--- src/rtl/spi_master_if.sv ---
// ============================================================================
// Module : spi_master_if
// Brief  : Handshake and serial pin bundle between an SPI master and its user.
// Rev    : 1.0
// ============================================================================
`default_nettype none

interface spi_master_if #(
    parameter int DATA_W = 32
) ();
    logic              start;
    logic [DATA_W-1:0] tx_data;
    logic              ready;
    logic              done;
    logic [DATA_W-1:0] rx_data;
    logic              sclk;
    logic              ss;
    logic              mosi;
    logic              miso;

    modport master (
        input  start, tx_data, miso,
        output ready, done, rx_data, sclk, ss, mosi
    );

    modport slave (
        output start, tx_data, miso,
        input  ready, done, rx_data, sclk, ss, mosi
    );
endinterface

`default_nettype wire

--- src/rtl/spi_master.sv ---
// ============================================================================
// Module : spi_master
// Brief  : SPI mode-0 master, one DATA_W word per frame, MSB first.
// Rev    : 1.0
// ============================================================================
`default_nettype none

module spi_master #(
    parameter int DATA_W  = 32,
    parameter int CLK_DIV = 4
) (
    input  logic              clk,
    input  logic              rst,
    spi_master_if.master      bus
);

    localparam int c_DIV_W = (CLK_DIV > 1) ? $clog2(CLK_DIV) : 1;
    localparam int c_BIT_W = $clog2(DATA_W);
    localparam logic [c_DIV_W-1:0] c_DIV_LOAD = c_DIV_W'(CLK_DIV - 1);
    localparam logic [c_BIT_W-1:0] c_BIT_LOAD = c_BIT_W'(DATA_W - 1);

    typedef enum logic [2:0] {
        ST_IDLE = 3'd0,
        ST_LEAD = 3'd1,
        ST_HIGH = 3'd2,
        ST_LOW  = 3'd3,
        ST_GAP  = 3'd4
    } state_t;

    state_t              r_state;
    state_t              w_state_nxt;
    logic [c_DIV_W-1:0]  r_div;
    logic [c_DIV_W-1:0]  w_div_nxt;
    logic [c_BIT_W-1:0]  r_bit;
    logic [c_BIT_W-1:0]  w_bit_nxt;
    logic [DATA_W-1:0]   r_tx;
    logic [DATA_W-1:0]   w_tx_nxt;
    logic [DATA_W-1:0]   r_rx;
    logic [DATA_W-1:0]   w_rx_nxt;
    logic [DATA_W-1:0]   r_rx_data;
    logic [DATA_W-1:0]   w_rx_data_nxt;
    logic                r_ready;
    logic                w_ready_nxt;
    logic                r_done;
    logic                w_done_nxt;
    logic                r_sclk;
    logic                w_sclk_nxt;
    logic                r_ss;
    logic                w_ss_nxt;
    logic                r_mosi;
    logic                w_mosi_nxt;
    logic                w_div_zero;

    assign w_div_zero = (r_div == '0);

    always_comb begin
        w_state_nxt   = r_state;
        w_div_nxt     = r_div;
        w_bit_nxt     = r_bit;
        w_tx_nxt      = r_tx;
        w_rx_nxt      = r_rx;
        w_rx_data_nxt = r_rx_data;
        w_done_nxt    = 1'b0;

        case (r_state)
            ST_IDLE: begin
                if (bus.start) begin
                    w_state_nxt = ST_LEAD;
                    w_tx_nxt    = bus.tx_data;
                    w_rx_nxt    = '0;
                    w_div_nxt   = c_DIV_LOAD;
                    w_bit_nxt   = c_BIT_LOAD;
                end
            end
            ST_LEAD: begin
                if (w_div_zero) begin
                    w_state_nxt = ST_HIGH;
                    w_div_nxt   = c_DIV_LOAD;
                    w_rx_nxt    = {r_rx[DATA_W-2:0], bus.miso};
                end else begin
                    w_div_nxt   = r_div - 1'b1;
                end
            end
            ST_HIGH: begin
                if (w_div_zero) begin
                    w_state_nxt = ST_LOW;
                    w_div_nxt   = c_DIV_LOAD;
                    w_tx_nxt    = {r_tx[DATA_W-2:0], 1'b0};
                end else begin
                    w_div_nxt   = r_div - 1'b1;
                end
            end
            ST_LOW: begin
                if (w_div_zero) begin
                    w_div_nxt = c_DIV_LOAD;
                    if (r_bit != '0) begin
                        w_state_nxt = ST_HIGH;
                        w_bit_nxt   = r_bit - 1'b1;
                        w_rx_nxt    = {r_rx[DATA_W-2:0], bus.miso};
                    end else begin
                        // Last bit already captured on the final HIGH entry.
                        w_state_nxt   = ST_GAP;
                        w_done_nxt    = 1'b1;
                        w_rx_data_nxt = r_rx;
                    end
                end else begin
                    w_div_nxt = r_div - 1'b1;
                end
            end
            ST_GAP: begin
                if (w_div_zero) begin
                    w_state_nxt = ST_IDLE;
                end else begin
                    w_div_nxt   = r_div - 1'b1;
                end
            end
            default: begin
                w_state_nxt = ST_IDLE;
            end
        endcase

        // Outputs are decoded from the next state so they leave a register.
        w_ready_nxt = (w_state_nxt == ST_IDLE);
        w_ss_nxt    = (w_state_nxt == ST_IDLE) || (w_state_nxt == ST_GAP);
        w_sclk_nxt  = (w_state_nxt == ST_HIGH);
        w_mosi_nxt  = ((w_state_nxt == ST_LEAD) || (w_state_nxt == ST_HIGH) ||
                       (w_state_nxt == ST_LOW)) ? w_tx_nxt[DATA_W-1] : 1'b0;
    end

    always_ff @(posedge clk) begin
        if (rst) begin
            r_state   <= ST_IDLE;
            r_div     <= '0;
            r_bit     <= '0;
            r_tx      <= '0;
            r_rx      <= '0;
            r_rx_data <= '0;
            r_ready   <= 1'b1;
            r_done    <= 1'b0;
            r_sclk    <= 1'b0;
            r_ss      <= 1'b1;
            r_mosi    <= 1'b0;
        end else begin
            r_state   <= w_state_nxt;
            r_div     <= w_div_nxt;
            r_bit     <= w_bit_nxt;
            r_tx      <= w_tx_nxt;
            r_rx      <= w_rx_nxt;
            r_rx_data <= w_rx_data_nxt;
            r_ready   <= w_ready_nxt;
            r_done    <= w_done_nxt;
            r_sclk    <= w_sclk_nxt;
            r_ss      <= w_ss_nxt;
            r_mosi    <= w_mosi_nxt;
        end
    end

    assign bus.ready   = r_ready;
    assign bus.done    = r_done;
    assign bus.rx_data = r_rx_data;
    assign bus.sclk    = r_sclk;
    assign bus.ss      = r_ss;
    assign bus.mosi    = r_mosi;

endmodule

`default_nettype wire

--- src/flat_wrapper.sv ---
// flat-port wrapper written by rule: the top's interface ports become plain ports
module spi_master_flat 
#(
    parameter int DATA_W  = 32,
    parameter int CLK_DIV = 4
)
  (clk, rst, bus_start, bus_tx_data, bus_miso, bus_ready, bus_done, bus_rx_data, bus_sclk, bus_ss, bus_mosi);
  spi_master_if #(.DATA_W(DATA_W)) bus_i ();
  input  logic clk;
  input  logic rst;
  input wire logic [$bits(bus_i.start)-1:0] bus_start;
  input wire logic [$bits(bus_i.tx_data)-1:0] bus_tx_data;
  input wire logic [$bits(bus_i.miso)-1:0] bus_miso;
  output wire logic [$bits(bus_i.ready)-1:0] bus_ready;
  output wire logic [$bits(bus_i.done)-1:0] bus_done;
  output wire logic [$bits(bus_i.rx_data)-1:0] bus_rx_data;
  output wire logic [$bits(bus_i.sclk)-1:0] bus_sclk;
  output wire logic [$bits(bus_i.ss)-1:0] bus_ss;
  output wire logic [$bits(bus_i.mosi)-1:0] bus_mosi;
  assign bus_i.start = bus_start;
  assign bus_i.tx_data = bus_tx_data;
  assign bus_i.miso = bus_miso;
  assign bus_ready = bus_i.ready;
  assign bus_done = bus_i.done;
  assign bus_rx_data = bus_i.rx_data;
  assign bus_sclk = bus_i.sclk;
  assign bus_ss = bus_i.ss;
  assign bus_mosi = bus_i.mosi;
  spi_master #(.DATA_W(DATA_W), .CLK_DIV(CLK_DIV)) u_core (.clk(clk), .rst(rst), .bus(bus_i));
endmodule
--- config.mk ---
export PLATFORM = sky130hd
export DESIGN_NAME = spi_master_flat
export DESIGN_NICKNAME = d
export VERILOG_FILES = /design/src/rtl/spi_master_if.sv /design/src/rtl/spi_master.sv /design/src/flat_wrapper.sv
export SDC_FILE = /design/constraint.sdc
export NUM_CORES = 1
export LEC_CHECK = 0
export ABC_AREA = 1
export CAP_MARGIN = 30
export CELL_PAD_IN_SITES_DETAIL_PLACEMENT = 2
export CELL_PAD_IN_SITES_GLOBAL_PLACEMENT = 2
export CORE_MARGIN = 5
export CORE_UTILIZATION = 29
export DETAILED_ROUTE_END_ITERATION = 6
export HOLD_SLACK_MARGIN = 0.1
export PLACE_DENSITY_LB_ADDON = 0.1
export SETUP_SLACK_MARGIN = 0.1
export SLEW_MARGIN = 0
export SYNTH_ARGS = -nofsm -noshare
export SYNTH_HDL_FRONTEND = slang
export SYNTH_SLANG_ARGS = --single-unit
--- constraint.sdc ---
create_clock -name clk -period 2.01 [get_ports clk]
set_input_delay 0.201 -clock clk [delete_from_list [all_inputs] [get_ports clk]]
set_output_delay 0.201 -clock clk [all_outputs]
set_load 0.05 [all_outputs]
==> results of run 1 <==
## registers in the layout (all words and copies together), names as in the netlist
| signal | count |
|---|---|
| u_core.bus.ready | 1 |
| u_core.r_rx | 32 |
| u_core.bus.sclk | 1 |
| u_core.bus.done | 1 |
| u_core.r_tx | 32 |
| u_core.bus.rx_data | 32 |
| u_core.r_div | 2 |
| u_core.r_state | 3 |
| u_core.r_bit | 5 |
| u_core.bus.ss | 1 |
| u_core.bus.mosi | 1 |
## layout by cell type (no fill, tap or decap)
| master | netlist | final |
|---|---|---|
| nor2_8 | 1 | 1 |
| clkbuf_1 | 20 | 2 |
| nor3_1 | 1 | 1 |
| buf_12 | 0 | 6 |
| nand3_2 | 1 | 1 |
| o21ai_1 | 4 | 4 |
| clkdlybuf4s50_1 | 0 | 72 |
| nor2_1 | 175 | 173 |
| or2_2 | 1 | 1 |
| nand4_1 | 1 | 1 |
| clkinv_2 | 1 | 2 |
| nor2_4 | 3 | 3 |
| nand2_1 | 195 | 195 |
| inv_1 | 17 | 16 |
| inv_2 | 4 | 4 |
| ha_1 | 3 | 3 |
| nand3_1 | 16 | 16 |
| a21oi_1 | 69 | 69 |
| o211ai_1 | 2 | 2 |
| nor2_2 | 1 | 3 |
| clkbuf_16 | 0 | 9 |
| buf_4 | 4 | 8 |
| inv_6 | 0 | 2 |
| nand2_2 | 3 | 3 |
| dfxtp_1 | 111 | 111 |
| clkinvlp_4 | 0 | 1 |
| o21ai_0 | 33 | 33 |
## what timing repair did
item | 4_1_cts | 5_1_grt
pin swaps | 0 | 1
resized for setup | 2 | 4
setup endpoints to repair | 1 | 32
setup buffers | 0 | 3
## per-layer routing
metal | vias to the layer above | global-route usage (%)
met4 | 0 | 4.49
li1 | 2252 | -
met1 | 2155 | 18.5
met2 | 55 | 28.7
met5 | - | 0
met3 | 13 | 2.67
## final cells by class
cell class                 instances  area share (%)
clock buffer                      11            3.94
clock inverter                     3           0.361
inverter                          22            1.51
multi-input combinational        509            36.7
sequential                       111            37.7
tap                              216            4.58
timing repair buffer              86            15.3
## logic make-up after synthesis
kind of cell	after synthesis
buffers and inverters	64
flip-flops	111
AND/OR/NAND/NOR	398
adder cells (fa/ha/maj)	3
AO/OA/AOI/OAI	108
## worst paths after layout
check,depth (start not counted),slack [ps],start,to
hold reg to reg,2,470,u_core.r_tx[4]$_SDFFE_PP0P_,u_core.r_tx[4]$_SDFFE_PP0P_
hold / removal,3,440,bus_tx_data[0],u_core.r_tx[0]$_SDFFE_PP0P_
setup / recovery,10,260,u_core.r_div[0]$_SDFFE_PP0P_,u_core.r_rx[16]$_SDFFE_PP0P_
setup reg to reg,10,260,u_core.r_div[0]$_SDFFE_PP0P_,u_core.r_rx[16]$_SDFFE_PP0P_
## where the power goes
group	switching (W)	internal (W)	total [W]
Combinational	0.000782	0.000434	0.00122
Clock	0.000792	0.000832	0.00162
Sequential	0.000168	0.00242	0.00259
## stage by stage
| stage | util (%) | std cells | hold WS [ps] |
|---|---|---|---|
| after floorplan | - | 684 | 349 |
| after global placement | 35.3 | 941 | 451 |
| after detailed placement | 35.3 | 941 | 459 |
| after CTS | 36.9 | 955 | 432 |
| after global routing | 37.1 | 958 | 472 |
| final | 37.1 | 958 | 444 |
## worst max-delay path, stage by stage (launching register included)
cell	delay (ps)
dfxtp_1	320
inv_1	70
ha_1	240
inv_1	130
nand2_1	130
nand2_2	110
nor2_8	130
buf_12	240
nand2_1	110
nand2_1	80
nor2_1	40
==> results.json, run 1 <==
{
  "status": "completed",
  "synthSimpleGateAreaFrac_pct": 33.6,
  "synth_flop_cell": "dfxtp_1",
  "multi_input_area_um2": 2160,
  "grt-ovfl-total": 0,
  "min-delay-path-class": "input port to flip-flop",
  "synth_area_um2": 4690,
  "setup_viol": 0,
  "syn2layout_area_growth_pct": 25.7,
  "grt_use_total_pct": 15.6,
  "cts_hold_buf": 0,
  "routedWlPerCell_um": 14.5,
  "synthXorXnorAreaFrac_pct": 0,
  "yosysTopAreaCell": "dfxtp_1",
  "p_total_w": 0.00543,
  "synth_top_area_share_pct": 47.3,
  "fillers": 1918,
  "final_area_um2": 5900,
  "synth_cell_types": 25,
  "crit_path_end_kind": "flip-flop",
  "rows": 46,
  "synth_top_family_by_area": "simple AND/OR/NAND/NOR gates",
  "start_util_pct": 29.5,
  "clock_sinks": 111,
  "grt_pass1_wl_um": 23600,
  "grt_pass1_vias": 4816,
  "slew_violations": 0,
  "finalSetupTns_ps": 0,
  "dieArea_um2": 18800,
  "fin_worst_skew_ps": 10.4,
  "drive_gt1_share_pct": 5.93,
  "path_max_fanout": 64,
  "drtAntennaViolNets": 0,
  "grt_antenna_before_repair": 0,
  "crit_arrival_ps": 1990,
  "clk_pin_slew_worst_paths_ps": 70,
  "setup_ws_ps": 259,
  "nNetsFinal": 778,
  "synth_most_common_cell": "nand2_1",
  "insertedDiodeCount": 0,
  "yosys-top-cells-count": "nand2_1, nor2_1, dfxtp_1",
  "critPathRequiredTime_ps": 2250,
  "htreeDepth": 3,
  "post-place-ws_ps": 145,
  "m1WireLength_um": 6190,
  "cp-start-kind": "flip-flop",
  "synth-seq-area-share_pct": 47.3,
  "clock-root-buffer": "clkbuf_16",
  "synth_seq_cells": 111,
  "period_share_pct": 87.1,
  "drt_iter0_markers": 174,
  "vias_per_cell": 4.67,
  "clockBufferDepth": 2,
  "rsz0062_at_grt": "no",
  "post-dp-hpwl_um": 9260,
  "wl_um": 13900,
  "design.portCount": 73,
  "power_density_nw_per_um2": 921,
  "yosysWarnings": 0,
  "muxShareOfSynthArea_pct": 0,
  "period_needed_ps": 1750,
  "synth_area_leaders": "dfxtp_1, nand2_1, nor2_1, a21oi_1, o21ai_0",
  "slew-limit-headroom_pct": 65.2,
  "vias": 4475,
  "ff_latch_area_um2": 2220,
  "hold_violations": 0,
  "fmax_ghz": 0.571,
  "die_h_um": 137,
  "async_flop_share_pct": 0,
  "cts_tree": "built",
  "synth_nets": 723,
  "tightest_slew_ps": 520,
  "grt_max_degree": 65,
  "cts_buffers": 9,
  "wl_met2_um": 7080,
  "first_pass_iters": 4,
  "p_leak_nw": 2.47,
  "core_region_area_um2": 15900,
  "dieWidth_um": 137,
  "place_area_um2": 5600,
  "synthAdderAreaFrac_pct": 0.800,
  "io_buffers": 72,
  "synth_compound_area_share_pct": 11.6,
  "remaining_drc_errors": 0,
  "synthCells": 684,
  "critPathKind": "flip-flop to flip-flop",
  "synth.avg_cell_area_um2": 6.86,
  "synth_edf_count": 0,
  "clkLatencyLatePin_ps": 350,
  "ir_drop_mv": 0.362,
  "place_congestion": 0.711,
  "dr_wl_met3_um": 465,
  "maxUsedRoutingLayer": "met4",
  "maxCapViolCount": 0
}
(Power assumes the default switching activity.)
==> run 2: changes to the inputs <==
Settings changed: ABC_AREA 1 to default, CORE_UTILIZATION 29 to 32, CTS_CLUSTER_SIZE from default to 24, REMOVE_ABC_BUFFERS from default to 1.
==> results.json, run 2 <==
{
  "synth_area_um2": 4450,
  "clockBufferDepth": 2,
  "grt_antenna_before_repair": 0,
  "tightest_slew_ps": 553,
  "clkLatencyLatePin_ps": 350,
  "nNetsFinal": 604,
  "worst-r2r-setup-slack_ps": 190,
  "maxCapViolCount": 0,
  "grt_use_total_pct": 15.1,
  "ir_drop_mv": 0.351,
  "critPathRequiredTime_ps": 2240,
  "min-delay-start": "rst",
  "fmax_ghz": 0.551,
  "vias_per_cell": 4.99,
  "drive_gt1_share_pct": 6.84,
  "cts_tree": "built",
  "start_util_pct": 32.3,
  "synth_area_leaders": "dfxtp_1, nand2_1, a21oi_1, mux2i_1, a22oi_1",
  "r2r_cells": 7,
  "r2r_end": "u_core.bus.ready$_SDFF_PP1_",
  "post-dp-hpwl_um": 7930,
  "clk_pin_slew_worst_paths_ps": 70,
  "dieArea_um2": 16400,
  "setup_viol": 0,
  "insertedDiodeCount": 0,
  "drtAntennaViolNets": 0,
  "synth_top_area_share_pct": 49.9,
  "finalSetupTns_ps": 0,
  "first_pass_iters": 4,
  "io_buffers": 72,
  "power_density_nw_per_um2": 869,
  "synth_edf_count": 0,
  "die_h_um": 128,
  "grt_max_degree": 69,
  "reg2reg_from": "u_core.r_bit[0]$_SDFFE_PP0P_",
  "yosys-top-cells-count": "nand2_1, dfxtp_1, a21oi_1",
  "hold_violations": 0,
  "status": "completed",
  "place_area_um2": 5360,
  "synth_most_common_cell": "nand2_1",
  "slew_violations": 0,
  "wl_um": 12000,
  "clock_sinks": 111,
  "synth_flop_cell": "dfxtp_1",
  "async_flop_share_pct": 0,
  "design.portCount": 73,
  "dieWidth_um": 128,
  "core_region_area_um2": 13800,
  "critPathKind": "flip-flop to flip-flop",
  "place_congestion": 0.726,
  "final_area_um2": 5690,
  "fin_util_pct": 41.3,
  "fin_worst_skew_ps": 8.50,
  "endpoint": "u_core.bus.ready$_SDFF_PP1_",
  "rows": 43,
  "routedWlPerCell_um": 16.0,
  "cts_buffers": 9,
  "yosysTopAreaCell": "dfxtp_1",
  "slew-limit-headroom_pct": 63.0,
  "htreeDepth": 3,
  "synthCells": 508,
  "synth.avg_cell_area_um2": 8.76,
  "crit_path_end_kind": "flip-flop",
  "mostFrequentLayoutCells": "nand2_1, dfxtp_1, clkdlybuf4s50_1",
  "path_max_fanout": 6,
  "clock-root-buffer": "clkbuf_16",
  "min-delay-path-class": "input port to flip-flop",
  "rsz0062_at_grt": "no",
  "drt_iter0_markers": 184,
  "period_needed_ps": 1820,
  "yosysWarnings": 0,
  "grt_pass1_wl_um": 20000,
  "synth-seq-area-share_pct": 49.9,
  "vias": 3739,
  "synth_seq_cells": 111,
  "synth_cell_types": 34,
  "crit_arrival_ps": 2050,
  "p_leak_nw": 1.99,
  "fillers": 1536,
  "syn2layout_area_growth_pct": 27.8,
  "grt-ovfl-total": 0,
  "remaining_drc_errors": 0,
  "cp-start-kind": "flip-flop",
  "critPathLaunch": "u_core.r_bit[0]$_SDFFE_PP0P_",
  "cts_hold_buf": 0,
  "grt_pass1_vias": 4029,
  "fin_hold_ws_ps": 290,
  "period_share_pct": 90.3,
  "layout_commonest_cell": "nand2_1"
}
-- run 2: changes by cell type in the layout (fill, tap and decap cells not counted), moves of 14 or more --
cell,before,now
nand2b_1,0,34
nand2_1,195,128
nor2_1,173,12
mux2i_1,0,33
o21ai_0,33,3
nand3_1,16,2
a22oi_1,0,31
-- run 2: cell families (layout without fill, tap and decap cells) --
family	Yosys count	count (layout)	synth area share, %
AO/OA/AOI/OAI	112	112	14.9
XOR/XNOR	2	2	0.394
adder cells (fa/ha/maj)	3	3	0.844
buffers and inverters	45	107	5.15
flip-flops	111	111	49.9
multiplexers	33	33	7.42
AND/OR/NAND/NOR	202	202	21.3
-- run 2: report_power, final --
part	switching [W]	internal, W	total, W	leakage, nW
Combinational	0.000408	0.000333	0.000741	0.951
Sequential	0.0000731	0.00229	0.00236	0.902
Clock	0.000856	0.000982	0.00184	0.140
-- run 2: critical path: stages (launching register included) --
cell     delay [ps]
dfxtp_1         330
inv_1            80
ha_1            220
nor4b_4         140
buf_4           160
and3_1          190
or4_4           430
nor2b_1         140
-- run 2: how the worst min path moves through the flow --
stage,cells past startpoint,end
floorplan,1,u_core.bus.rx_data[0]$_SDFFE_PP0P_
global placement,2,u_core.r_tx[24]$_SDFFE_PP0P_
detailed placement,2,u_core.r_tx[27]$_SDFFE_PP0P_
CTS,2,u_core.bus.done$_SDFF_PP0_
global route,2,u_core.bus.done$_SDFF_PP0_
finish,2,u_core.bus.done$_SDFF_PP0_
-- run 2: metrics by stage --
step	worst slack (ps)	power (W)	cells
4_1_cts	141	0.00503	750
2_1_floorplan	-2690	0.00286	469
3_3_place_gp	163	0.00312	733
3_5_place_dp	43.3	0.00315	733
6_report	195	0.00494	750
5_1_grt	109	0.00520	750
-- run 2: layout make-up --
cell class / count / area, um^2 / share of cell area [%]
Clock inverter: 7 / 81.3 / 1.43
Sequential cell: 111 / 2220 / 39.1
Timing Repair Buffer: 85 / 870 / 15.3
Clock buffer: 9 / 225 / 3.96
Tap cell: 180 / 225 / 3.96
Multi-Input combinational cell: 352 / 2040 / 35.8
Inverter: 6 / 22.5 / 0.396
-- run 2: metal layers --
metal	wire (um)	vias up	share of wire, %	global-route usage (%)
met5	0	-	0	0
met4	197	0	1.6	5.99
met3	466	13	3.9	2.75
met2	5850	70	49	24.9
met1	5470	1828	46	19.4
li1	-	1828	-	-
-- run 2: repair_timing --
action / in CTS / in global routing
endpoints found under the hold margin: 0 / 0
endpoints found under the setup margin: 33 / 9
gates resized for setup: 1 / 3
setup buffers: 1 / 0
pin swaps: 0 / 0
gates cloned: 0 / 0
